File: src/rtl/fetch_pkg.sv
// Shared types and constants for the MIPS fetch-stage sequencer.
package fetch_pkg;

    typedef enum logic {
        S_REQ  = 1'b0,
        S_HOLD = 1'b1
    } fetch_state_e;

    localparam logic [31:0] RESET_PC_DEF = 32'h0000_3000;
    localparam logic [31:0] NOP          = 32'h0000_0000;

    typedef struct packed {
        logic [31:0] ir;
        logic [31:0] pc;
    } fetch_ent_t;

    function automatic logic [31:0] word_align(input logic [31:0] addr);
        return {addr[31:2], 2'b00};
    endfunction

endpackage

File: src/rtl/fetch_skid_buf.sv
// One-entry {ir, pc} holding slot for a fetch response that lands while D is stalled.
module fetch_skid_buf
    import fetch_pkg::*;
(
    input  logic       clk,
    input  logic       reset,
    input  logic       i_load,
    input  logic       i_unload,
    input  fetch_ent_t i_ent,
    output fetch_ent_t o_ent,
    output logic       o_full
);

    logic       r_full;
    fetch_ent_t r_ent;

    always_ff @(posedge clk) begin
        if (reset) begin
            r_full <= 1'b0;
        end else if (i_load) begin
            r_full <= 1'b1;
        end else if (i_unload) begin
            r_full <= 1'b0;
        end
    end

    // NOTE: the payload is deliberately left out of reset; r_full alone says whether it means anything.
    always_ff @(posedge clk) begin
        if (i_load) begin
            r_ent <= i_ent;
        end
    end

    assign o_ent  = r_ent;
    assign o_full = r_full;

endmodule

File: src/rtl/fetch_seq.sv
// Fetch-stage sequencer: PC, imem handshake, delay-slot redirects, stalls, IF/ID register.
// Optional request timeout detection is enabled by defining FETCH_TIMEOUT_EN.
module fetch_seq
    import fetch_pkg::*;
#(
    parameter logic [31:0] RESET_PC = RESET_PC_DEF,
    parameter int          TIMEOUT  = 16,
    parameter int          CNT_W    = 5
) (
    input  logic        clk,
    input  logic        reset,
    input  logic        stall,
    input  logic        redirect_valid,
    input  logic [31:0] redirect_pc,
    output logic        imem_req,
    output logic [31:0] imem_addr,
    input  logic        imem_ready,
    input  logic [31:0] imem_rdata,
    output logic        if_valid,
    output logic [31:0] if_ir,
    output logic [31:0] if_pc,
    output logic [31:0] if_pc4,
    output logic        fetch_err
);

    if (TIMEOUT >= (1 << CNT_W)) begin : g_cnt_w_check
        $error("CNT_W too narrow to hold TIMEOUT");
    end

    fetch_state_e r_state;
    logic [31:0]  r_pc;
    logic         r_pend;
    logic [31:0]  r_pend_pc;
    logic         r_if_valid;
    logic [31:0]  r_if_ir;
    logic [31:0]  r_if_pc;
    logic [31:0]  r_if_pc4;

    logic         w_redirect;
    logic [31:0]  w_redirect_pc;
    logic [31:0]  w_seq_pc;
    logic [31:0]  w_nxt_pc;
    logic         w_load_buf;
    logic         w_unload_buf;
    logic         w_buf_full;
    fetch_ent_t   w_buf_in;
    fetch_ent_t   w_buf_ent;

    assign w_redirect    = redirect_valid && !stall;
    assign w_redirect_pc = word_align(redirect_pc);
    assign w_seq_pc      = r_pend ? r_pend_pc : r_pc + 32'd4;
    // A redirect coinciding with the delay-slot response skips the pending step.
    assign w_nxt_pc      = w_redirect ? w_redirect_pc : w_seq_pc;
    assign w_load_buf    = (r_state == S_REQ) && imem_ready && stall;
    assign w_unload_buf  = (r_state == S_HOLD) && !stall;
    assign w_buf_in      = '{ir: imem_rdata, pc: r_pc};

    fetch_skid_buf u_skid (
        .clk      (clk),
        .reset    (reset),
        .i_load   (w_load_buf),
        .i_unload (w_unload_buf),
        .i_ent    (w_buf_in),
        .o_ent    (w_buf_ent),
        .o_full   (w_buf_full)
    );

    // NOTE: every register below is written with <= so all of them see pre-edge values of each other.
    always_ff @(posedge clk) begin
        if (reset) begin
            r_state    <= S_REQ;
            r_pc       <= RESET_PC;
            r_pend     <= 1'b0;
            r_pend_pc  <= '0;
            r_if_valid <= 1'b0;
            r_if_ir    <= NOP;
            r_if_pc    <= '0;
            r_if_pc4   <= '0;
        end else begin
            case (r_state)
                S_REQ: begin
                    if (imem_ready) begin
                        r_pc   <= w_nxt_pc;
                        r_pend <= 1'b0;
                        if (stall) begin
                            r_state <= S_HOLD;
                        end else begin
                            r_if_valid <= 1'b1;
                            r_if_ir    <= imem_rdata;
                            r_if_pc    <= r_pc;
                            r_if_pc4   <= r_pc + 32'd4;
                        end
                    end else begin
                        if (!stall) begin
                            r_if_valid <= 1'b0;
                        end
                        if (w_redirect) begin
                            r_pend    <= 1'b1;
                            r_pend_pc <= w_redirect_pc;
                        end
                    end
                end
                S_HOLD: begin
                    if (!stall && w_buf_full) begin
                        r_if_valid <= 1'b1;
                        r_if_ir    <= w_buf_ent.ir;
                        r_if_pc    <= w_buf_ent.pc;
                        r_if_pc4   <= w_buf_ent.pc + 32'd4;
                        r_state    <= S_REQ;
                        if (w_redirect) begin
                            r_pc <= w_redirect_pc;
                        end
                    end
                end
                default: r_state <= S_REQ;
            endcase
        end
    end

    assign imem_req  = (r_state == S_REQ);
    assign imem_addr = r_pc;
    assign if_valid  = r_if_valid;
    assign if_ir     = r_if_ir;
    assign if_pc     = r_if_pc;
    assign if_pc4    = r_if_pc4;

`ifdef FETCH_TIMEOUT_EN
    localparam logic [CNT_W-1:0] TIMEOUT_CNT = CNT_W'(TIMEOUT);

    logic [CNT_W-1:0] r_wait_cnt;
    logic             r_fetch_err;

    // Counter saturates at TIMEOUT; the request itself is never abandoned.
    always_ff @(posedge clk) begin
        if (reset) begin
            r_wait_cnt  <= '0;
            r_fetch_err <= 1'b0;
        end else begin
            if (r_state == S_REQ) begin
                if (imem_ready) begin
                    r_wait_cnt <= '0;
                end else if (r_wait_cnt != TIMEOUT_CNT) begin
                    r_wait_cnt <= r_wait_cnt + CNT_W'(1);
                end
            end
            if (r_wait_cnt == TIMEOUT_CNT) begin
                r_fetch_err <= 1'b1;
            end
        end
    end

    assign fetch_err = r_fetch_err;
`else
    assign fetch_err = 1'b0;
`endif

endmodule

File: config.mk
export PLATFORM = sky130hd
export DESIGN_NAME = fetch_seq
export DESIGN_NICKNAME = d
export VERILOG_FILES = /design/src/rtl/fetch_pkg.sv /design/src/rtl/fetch_skid_buf.sv /design/src/rtl/fetch_seq.sv
export SDC_FILE = /design/constraint.sdc
export NUM_CORES = 1
export LEC_CHECK = 0
export ABC_AREA = 1
export BUFFER_PORTS_ARGS = -buffer_cell sky130_fd_sc_hd__buf_4
export CAP_MARGIN = 20
export CORE_MARGIN = 4
export CORE_UTILIZATION = 50
export DETAILED_ROUTE_END_ITERATION = 8
export HOLD_SLACK_MARGIN = 0.12
export PLACE_DENSITY = 0.73
export SLEW_MARGIN = 20
export SYNTH_ARGS = -nofsm -noshare
export SYNTH_HDL_FRONTEND = slang
export SYNTH_SLANG_ARGS = --single-unit
export TNS_END_PERCENT = 30
File: constraint.sdc
create_clock -name clk -period 5.5 [get_ports clk]
set_clock_uncertainty 0.1 [all_clocks]
set_input_delay 0.275 -clock clk [delete_from_list [all_inputs] [get_ports clk]]
set_output_delay 0.275 -clock clk [all_outputs]
set_load 0.01 [all_outputs]
==> results of run 1 <==
[logic make-up (layout without fill, tap and decap cells)]
kind of cell             count (synthesis)  in the layout  synth area share (%)
buffers and inverters                  174            397                  7.17
AO/OA/AOI/OAI                          365            365                  19.0
adder cells (fa/ha/maj)                  2              2                 0.244
flip-flops                             218            218                  48.5
AND/OR/NAND/NOR                        571            571                  23.3
other                                    1              7                0.0365
XOR/XNOR                                20             20                  1.71
[final timing paths]
check,startpoint,end,slack (ns),cells past startpoint
max,r_state$_SDFF_PP0_,if_pc4[10]$_SDFFE_PP0P_,2.11,7
min,r_pend_pc[20]$_SDFFE_PP0P_,r_pend_pc[20]$_SDFFE_PP0P_,0.35,2
max reg2reg,r_state$_SDFF_PP0_,if_pc4[10]$_SDFFE_PP0P_,2.11,7
min reg2reg,r_pend_pc[20]$_SDFFE_PP0P_,r_pend_pc[20]$_SDFFE_PP0P_,0.35,2
[what timing repair did]
item,CTS,global route
setup endpoints to repair,0,0
hold buffers,71,0
hold endpoints to repair,141,0
[stage by stage]
step	setup slack [ns]	hold slack (ns)	cell area, µm²
global route	1.78	0.371	13200
finish	2.11	0.354	13200
detailed placement	2.13	0.344	11700
floorplan	1.56	0.274	10300
CTS	2.06	0.353	13200
global placement	2.15	0.340	11700
[cells in the mapped netlist (2+ instances only)]
cell type,n,area share [%]
a21oi_1,132,6.4
o21ai_0,122,5.9
a31oi_1,64,3.9
edfxtp_1,62,18
xnor2_1,8,0.68
nand2_2,7,0.43
dfxtp_1,156,30
inv_1,81,3.0
nand2_1,349,13
nand4_1,3,0.18
buf_1,4,0.15
buf_2,24,1.2
nor2_1,111,4.1
clkbuf_1,44,1.6
o211ai_1,8,0.58
xor2_1,12,1.0
o21ai_1,35,1.7
nand3_1,71,3.5
clkinv_1,2,0.073
buf_4,14,1.0
inv_2,5,0.18
nor2_4,5,0.55
ha_1,2,0.24
nand3b_1,13,0.95
nor2_2,8,0.49
[registers in the layout, summed over array words and instances, names as in the netlist]
signal         cells
if_ir             32
if_pc             30
if_pc4            30
if_valid           1
imem_addr         30
r_pend             1
r_pend_pc         30
r_state            1
u_skid.o_ent      62
u_skid.o_full      1
[power by group through the flow]
| stage | combinational [W] | clock [W] | sequential [W] |
|---|---|---|---|
| after floorplan | 0.000339 | 0 | 0.00193 |
| after global placement | 0.000612 | 0 | 0.00194 |
| after detailed placement | 0.000623 | 0 | 0.00194 |
| after CTS | 0.000666 | 0.00157 | 0.00191 |
| after global routing | 0.000740 | 0.00163 | 0.00193 |
| final | 0.000668 | 0.00154 | 0.00191 |
[per-layer routing]
| metal | GRT usage, % | wire length (µm) | vias up |
|---|---|---|---|
| met2 | 43.4 | 14900 | 362 |
| met4 | 7.75 | 790 | 0 |
| met1 | 37.8 | 13800 | 4464 |
| met5 | 0 | 0 | - |
| li1 | - | - | 4949 |
| met3 | 3.95 | 2340 | 47 |
[area by class of cell]
type	count	area [µm²]	share of cell area, %
Timing Repair Buffer	268	2190	16.6
Multi-Input combinational cell	965	4580	34.8
Sequential cell	218	4990	37.9
Clock inverter	16	148	1.12
Tap cell	270	338	2.56
Inverter	88	330	2.51
Clock buffer	25	593	4.50
[worst min-delay path, cell delays in order (launching register included)]
cell and delay, ns:
dfxtp_1 0.29, inv_1 0.06, a21oi_1 0.05
==> results_dict.tcl, run 1 <==
set metrics [dict create \
    status "finished clean" \
    crit_chain "nor2_1, a21oi_4, buf_4, buf_4, nand3_1, o211ai_1, inv_1" \
    yosys_warnings 0 \
    drtAntennaViolNets 0 \
    worst_path_max_delay_cell "dfxtp_4" \
    switching_share_pct 27.6 \
    worst-path-buf-inv 3 \
    stdcell_count 1850 \
    insertion_delay_ns 0.51 \
    drc 0 \
    die_h_um 151 \
    hold_viol_final 0 \
    drt_iter0_drc 760 \
    htreeDepth 1 \
    pwr-share-comb_pct 16.2 \
    synth_area_mm2 0.0103 \
    final_util_pct 65.1 \
    grt_pass1_vias 9297 \
    fmax_ghz 0.295 \
    io_buffers 190 \
    synth-seq-cells 218 \
    synthDistinctLibCells 34 \
    antenna_found_initial 0 \
    async_reset_ff_share_pct 0 \
    synth.avg_cell_area_um2 7.60 \
    wl_um 31800 \
    ios 200 \
    wl_per_cell_um 17.2 \
    cts_setup_buffers 0 \
    grt_max_degree 130 \
    die_area_mm2 0.0229 \
    cts_tree "yes" \
    dr.pass1.iters 5 \
    syn2layout_area_growth_pct 28.3 \
    die_w_um 151 \
    crit_arrival_ns 3.69 \
    period_needed_ns 3.39 \
    final_layout_size_suffix_gt1_share_pct 16.5 \
    finalSetupViolCount 0 \
    core_region_area_mm2 0.0202 \
    critical_path.max_stage_delay_ns 1.01 \
    cts_max_path_buffers 3 \
    grt_setup_unrepaired "no" \
    overflow 0 \
    power.total_w 0.00412 \
    p_leak_nw 5.39 \
    num_vias 9822 \
    power.switching_w 0.00114 \
    cts_buffers 23 \
    fp-row-count 52 \
    crit_family "buffers and inverters" \
    grt_usage_pct 26.9 \
    timing.max_cap.violations 0 \
    slew_headroom_pct 26.8 \
    cp_max_fo 101 \
    crit_path_end_kind "register" \
    viasPerCell 5.31 \
    synth_top_flop_cell "dfxtp_1" \
    slew_violations 0 \
    cts_sinks 218 \
    start_util_pct 50.7 \
    power.density_mw_per_mm2 313 \
    final_cell_mix "349 x nand2_1, 196 x buf_4, 155 x dfxtp_1" \
    final_common_cell "nand2_1" \
    yosysSeqAreaShare_pct 48.5 \
    hold_path.class "reg2reg" \
    cts_resized 0 \
    place_congestion 0.932 \
    grt_pass1_wl_um 49600 \
    cts-root-buf "clkbuf_16" \
    synth_cells 1351 \
    synth-edff-count 62 \
    worstSetupPathType "reg2reg" \
    final_nets 1635 \
    cp_common_cell "buf_4" \
    tns_ns 0 \
    pwr-share-seq_pct 46.4 \
    post-route-period-util_pct 61.6 \
    worst_slew_pin_slew_ns 1.10 \
    ir_drop_uv 242 \
    fill_cells 1741 \
    hpwl_um 21100 \
    clk_pin_slew_ns 0.06 \
    dp_cells 1738 \
    p_int_w 0.00298 \
    antenna_cells 0 \
    required_ns 5.80 \
    p_clk_share_pct 37.4 \
    crit_path_start_kind "register" \
]
Note: power is estimated with default switching activity, not from simulation.
==> run 2, diff against run 1 <==
- PLACE_DENSITY: 0.73 -> 0.76
- clock period: 5.5 -> 2.8 ns (I/O delays scaled with it)
==> run 2 against run 1 <==
  * Combinational power increased by 110%
  * Sequential power increased by 95%
  * Worst setup slack got worse by 1.9 ns
  * Non-clock buffer count increased by 8
  * Clock-buffer cell count increased by 9
  * Clock power increased by 120%
  * Wire length increased by 1.9%
==> results_dict.tcl, run 2 (synthesis results as in run 1) <==
set metrics [dict create \
    status "finished clean" \
    wl_per_cell_um 17.4 \
    final_cell_mix "349 x nand2_1, 201 x buf_4, 155 x dfxtp_1" \
    timing.max_cap.violations 0 \
    io_buffers 190 \
    period_needed_ns 2.58 \
    final_common_cell "nand2_1" \
    stdcell_area_mm2 0.0134 \
    crit_arrival_ns 2.89 \
    fmax_ghz 0.387 \
    hold_depth 2 \
    min_from "imem_rdata[11]" \
    fp-row-count 52 \
    antenna_cells 0 \
    switching_share_pct 27.3 \
    cts_setup_buffers 0 \
    hpwl_um 21300 \
    slew_headroom_pct 33.3 \
    pwr-share-seq_pct 44.3 \
    hold_ws_ns 0.247 \
    wl_um 32400 \
    largest_reg_flops 62 \
    post-route-period-util_pct 92.2 \
    fill_cells 1683 \
    cts-root-buf "clkbuf_16" \
    required_ns 3.11 \
    finalSetupViolCount 0 \
    critical_path.max_stage_delay_ns 0.63 \
    tns_ns 0 \
    num_vias 10144 \
    hold_viol_final 0 \
    crit_chain "dlygate4sd3_1, buf_4, inv_2, dlygate4sd3_1, nand2_1, a21oi_4, buf_12, nand3_1, o211ai_1, inv_1" \
    start_util_pct 50.7 \
    ir_drop_uv 406 \
    regArea_mm2 0.00499 \
    core_region_area_mm2 0.0202 \
    grt_setup_unrepaired "no" \
    whs_endpoint "u_skid.o_ent[43]$_DFFE_PP_" \
    slew_violations 0 \
    cts_buffers 24 \
    p_leak_nw 5.48 \
    ios 200 \
    grt_usage_pct 27.1 \
    worst_slew_pin_slew_ns 1.00 \
    reg2reg_depth 10 \
    power.total_w 0.00843 \
    grt_pass1_vias 9409 \
    crit_path_start_kind "input port" \
    r2r-end "if_pc4[18]$_SDFFE_PP0P_" \
    power.density_mw_per_mm2 630 \
    drc 0 \
    grt_pass1_wl_um 49600 \
    power.switching_w 0.00230 \
    cts_tree "yes" \
    cts_max_path_buffers 3 \
    drt_iter0_drc 967 \
    p_int_w 0.00613 \
    p_clk_share_pct 39.5 \
    clk_pin_slew_ns 0.06 \
    cts_sinks 218 \
    cp_max_fo 167 \
    worstSetupPathType "in2reg" \
    syn2layout_area_growth_pct 30.3 \
    drtAntennaViolNets 0 \
    place_congestion 0.959 \
    crit_path_end_kind "register" \
    cp_common_cell "dlygate4sd3_1" \
    antenna_found_initial 0 \
    htreeDepth 1 \
    grt_max_degree 168 \
    crit_family "buffers and inverters" \
    dpl_cell_area_mm2 0.0118 \
    worst_path_max_delay_cell "dlygate4sd3_1" \
    final_nets 1644 \
    overflow 0 \
    dr.pass1.iters 8 \
    die_area_mm2 0.0229 \
    die_w_um 151 \
    worst-path-buf-inv 6 \
    reg2reg_slack_ns 0.64 \
    insertion_delay_ns 0.52 \
    final_layout_size_suffix_gt1_share_pct 17.0 \
    multi_input_comb_area_mm2 0.00459 \
    pwr-share-comb_pct 16.2 \
    viasPerCell 5.45 \
    die_h_um 151 \
    r2r-start "u_skid.o_ent[2]$_DFFE_PP_" \
    hold_path.class "in2reg" \
]
[run 2: area by class of cell]
type                       count  share of cell area (%)
tap                          270                    2.53
clock buffer                  34                    5.31
sequential                   218                    37.3
timing repair buffer         276                    17.0
clock inverter                10                    1.02
multi-input combinational    965                    34.3
inverter                      88                    2.51
[run 2: timing repair]
item / 4_1_cts / 5_1_grt
hold buffers: 73 / 0
resized for setup: 0 / 4
endpoints found under the setup margin: 0 / 4
hold endpoints to repair: 149 / 0
[run 2: how the worst max path moves through the flow]
stage,slack [ns],start,end,cells past startpoint
finish,0.22,stall,if_pc4[9]$_SDFFE_PP0P_,10
global route,0.08,stall,if_pc4[9]$_SDFFE_PP0P_,10
CTS,0.04,stall,r_pend_pc[3]$_SDFFE_PP0P_,12
detailed placement,0.70,imem_addr[2]$_SDFFE_PP0P_,if_pc4[24]$_SDFFE_PP0P_,10
global placement,0.76,imem_addr[3]$_SDFFE_PP0P_,if_pc4[24]$_SDFFE_PP0P_,10
floorplan,0.61,r_state$_SDFF_PP0_,u_skid.o_ent[10]$_DFFE_PP_,4
[run 2: per-stage QoR]
step	util [%]	instances	setup slack (ns)
floorplan	-	1357	0.611
global placement	58.3	1744	0.757
detailed placement	58.3	1744	0.698
CTS	66.1	1861	0.0401
global route	66.1	1861	0.0820
finish	66.1	1861	0.219
[run 2: layer usage]
layer  track usage, %  vias up  share of wire, %
met3             4.55       55               8.2
li1                 -     4981                 -
met4             7.66        0               2.4
met5                0        -                 0
met1             38.0     4684                43
met2             43.4      424                46
[run 2: power groups by stage]
stage	clock network (W)	logic (W)	registers, W
after detailed placement	0	0.00127	0.00379
after CTS	0.00337	0.00136	0.00372
final	0.00333	0.00137	0.00373
after global placement	0	0.00125	0.00378
after global routing	0.00351	0.00151	0.00376
after floorplan	0	0.000668	0.00379
==> run 3, diff against run 2 <==
- PLACE_DENSITY: 0.76 -> 0.85
- clock period: 2.8 -> 2.13 ns (I/O delays scaled with it)
==> run 3 against run 2 <==
  * Via count is 3.9% higher
  * Worst setup slack worse by 0.14 ns
  * Register-to-register slack worse by 0.51 ns
  * Critical path type unchanged
  * Core utilization is 0.61 points higher
  * Critical path depth is 3 lower
  * Die area stayed put
  * Largest power group unchanged
  * Non-clock buffer count is 24 higher
==> results_dict.tcl, run 3 (synthesis results as in run 1) <==
set metrics [dict create \
    pwr-share-comb_pct 18.4 \
    cts-root-buf "clkbuf_16" \
    grt_pass1_vias 9918 \
    stdcell_area_mm2 0.0135 \
    pwr-share-seq_pct 45.1 \
    fmax_ghz 0.486 \
    ios 200 \
    worstSetupPathType "in2reg" \
    insertion_delay_ns 0.52 \
    status "finished clean" \
    wl_per_cell_um 17.8 \
    hpwl_um 21700 \
    die_w_um 151 \
    clk_pin_slew_ns 0.06 \
    syn2layout_area_growth_pct 31.5 \
    dpl_worst_slack_ns 0.118 \
    antenna_cells 0 \
    crit_path_end "r_pend_pc[12]$_SDFFE_PP0P_" \
    r2r-end "if_pc4[12]$_SDFFE_PP0P_" \
    required_ns 2.48 \
    grt_setup_unrepaired "yes" \
    switching_share_pct 28.3 \
    die_h_um 151 \
    fp-row-count 52 \
    dr.pass1.iters 5 \
    final_layout_size_suffix_gt1_share_pct 18.6 \
    slew_headroom_pct 46.8 \
    cts_sinks 218 \
    antenna_found_initial 0 \
    r2r-start "imem_addr[3]$_SDFFE_PP0P_" \
    crit_path_end_kind "register" \
    timing.max_cap.violations 0 \
    startpoint "reset" \
    wl_um 33400 \
    hold_viol_final 0 \
    p_clk_share_pct 36.5 \
    die_area_mm2 0.0229 \
    largest_reg_flops 62 \
    cp_max_fo 69 \
    period_needed_ns 2.06 \
    cts_buffers 23 \
    htreeDepth 1 \
    drt_iter0_drc 958 \
    cts_setup_buffers 0 \
    worst_slack_ns 0.0743 \
    start_util_pct 50.7 \
    crit_chain "dlygate4sd3_1, buf_4, inv_2, buf_12, o21ai_0, a21oi_1, dlygate4sd3_1" \
    finalSetupViolCount 0 \
    worst_path_max_delay_cell "dlygate4sd3_1" \
    slew_violations 0 \
    post-route-period-util_pct 96.5 \
    final_cell_mix "349 x nand2_1, 225 x buf_4, 155 x dfxtp_1" \
    drtAntennaViolNets 0 \
    power.density_mw_per_mm2 796 \
    worst_slew_pin_slew_ns 0.798 \
    ir_drop_uv 519 \
    viasPerCell 5.60 \
    cts_max_path_buffers 3 \
    place_congestion 0.995 \
    grt_max_degree 97 \
    p_int_w 0.00771 \
    cts_tree "yes" \
    grt_usage_pct 28.0 \
    reg2reg_depth 9 \
    min_from "imem_rdata[19]" \
    p_leak_nw 5.57 \
    drc 0 \
    grt_pass1_wl_um 51500 \
    dpl_cell_area_mm2 0.0121 \
    hold_path.class "in2reg" \
    reg2reg_slack_ns 0.13 \
    crit_arrival_ns 2.41 \
    final_common_cell "nand2_1" \
    num_vias 10539 \
    critical_path.max_stage_delay_ns 0.56 \
    core_region_area_mm2 0.0202 \
    cp_common_cell "dlygate4sd3_1" \
    final_nets 1667 \
    power.switching_w 0.00304 \
    io_buffers 190 \
    crit_path_start_kind "input port" \
    overflow 0 \
]
==> run 3: changes by cell type in the layout (fill, tap and decap cells not counted), sizes merged <==
cell | before | now
buf | 203 | 233
dlygate4sd3 | 73 | 67
clkbuf | 34 | 31
bufinv | 3 | 2
clkinv | 9 | 10
inv | 86 | 87
==> run 3: area by class of cell <==
| class | instances | area (µm²) |
|---|---|---|
| multi-input cells | 965 | 4600 |
| well taps | 270 | 338 |
| clock inverters | 11 | 110 |
| repair buffers | 300 | 2510 |
| inverters | 88 | 330 |
| fillers | 1669 | 6740 |
| flip-flops and latches | 218 | 4990 |
| clock buffers | 31 | 616 |
==> run 3: power by group through the flow <==
stage | clock, W | sequential (W) | combinational, W
4_1_cts | 0.00395 | 0.00483 | 0.00193
6_report | 0.00393 | 0.00485 | 0.00197
5_1_grt | 0.00412 | 0.00488 | 0.00215
2_1_floorplan | 0 | 0.00498 | 0.000880
3_5_place_dp | 0 | 0.00492 | 0.00182
3_3_place_gp | 0 | 0.00491 | 0.00178
==> run 3: critical path, delay by kind of cell <==
kind / cells / cell delay, ns
AOI/OAI and AO/OA: 2 / 0.27
buffers and inverters: 5 / 2.00
==> run 3: through the flow <==
stage	total power, W	hold slack [ns]	setup TNS (ns)	utilization, %	instances
floorplan	0.00586	0.105	0	-	1357
CTS	0.0107	0.204	0	66.6	1883
detailed placement	0.00674	0.196	0	59.7	1774
global placement	0.00669	0.196	0	59.7	1774
finish	0.0107	0.212	0	66.7	1883
global route	0.0111	0.220	-0.00555	66.7	1883
==> run 3: how the worst min path moves through the flow <==
stage | depth (start not counted) | to
floorplan | 0 | u_skid.o_ent[32]$_DFFE_PP_
detailed placement | 1 | u_skid.o_ent[55]$_DFFE_PP_
finish | 2 | u_skid.o_ent[51]$_DFFE_PP_
CTS | 2 | u_skid.o_ent[51]$_DFFE_PP_
global route | 2 | u_skid.o_ent[51]$_DFFE_PP_
global placement | 1 | u_skid.o_ent[55]$_DFFE_PP_
==> run 3: layer usage <==
layer / up-vias / share of wire (%) / wire length (µm) / track usage [%]
met5: - / 0 / 0 / 0
met1: 4876 / 40 / 13400 / 37.7
met3: 82 / 9.9 / 3310 / 4.79
li1: 5009 / - / - / -
met2: 572 / 47 / 15600 / 46.0
met4: 0 / 3.4 / 1140 / 8.98
==> run 3: timing repair <==
| action | CTS | global route |
|---|---|---|
| hold buffers | 67 | 0 |
| gates resized for setup | 0 | 4 |
| endpoints found under the setup margin | 0 | 5 |
| endpoints found under the hold margin | 149 | 0 |
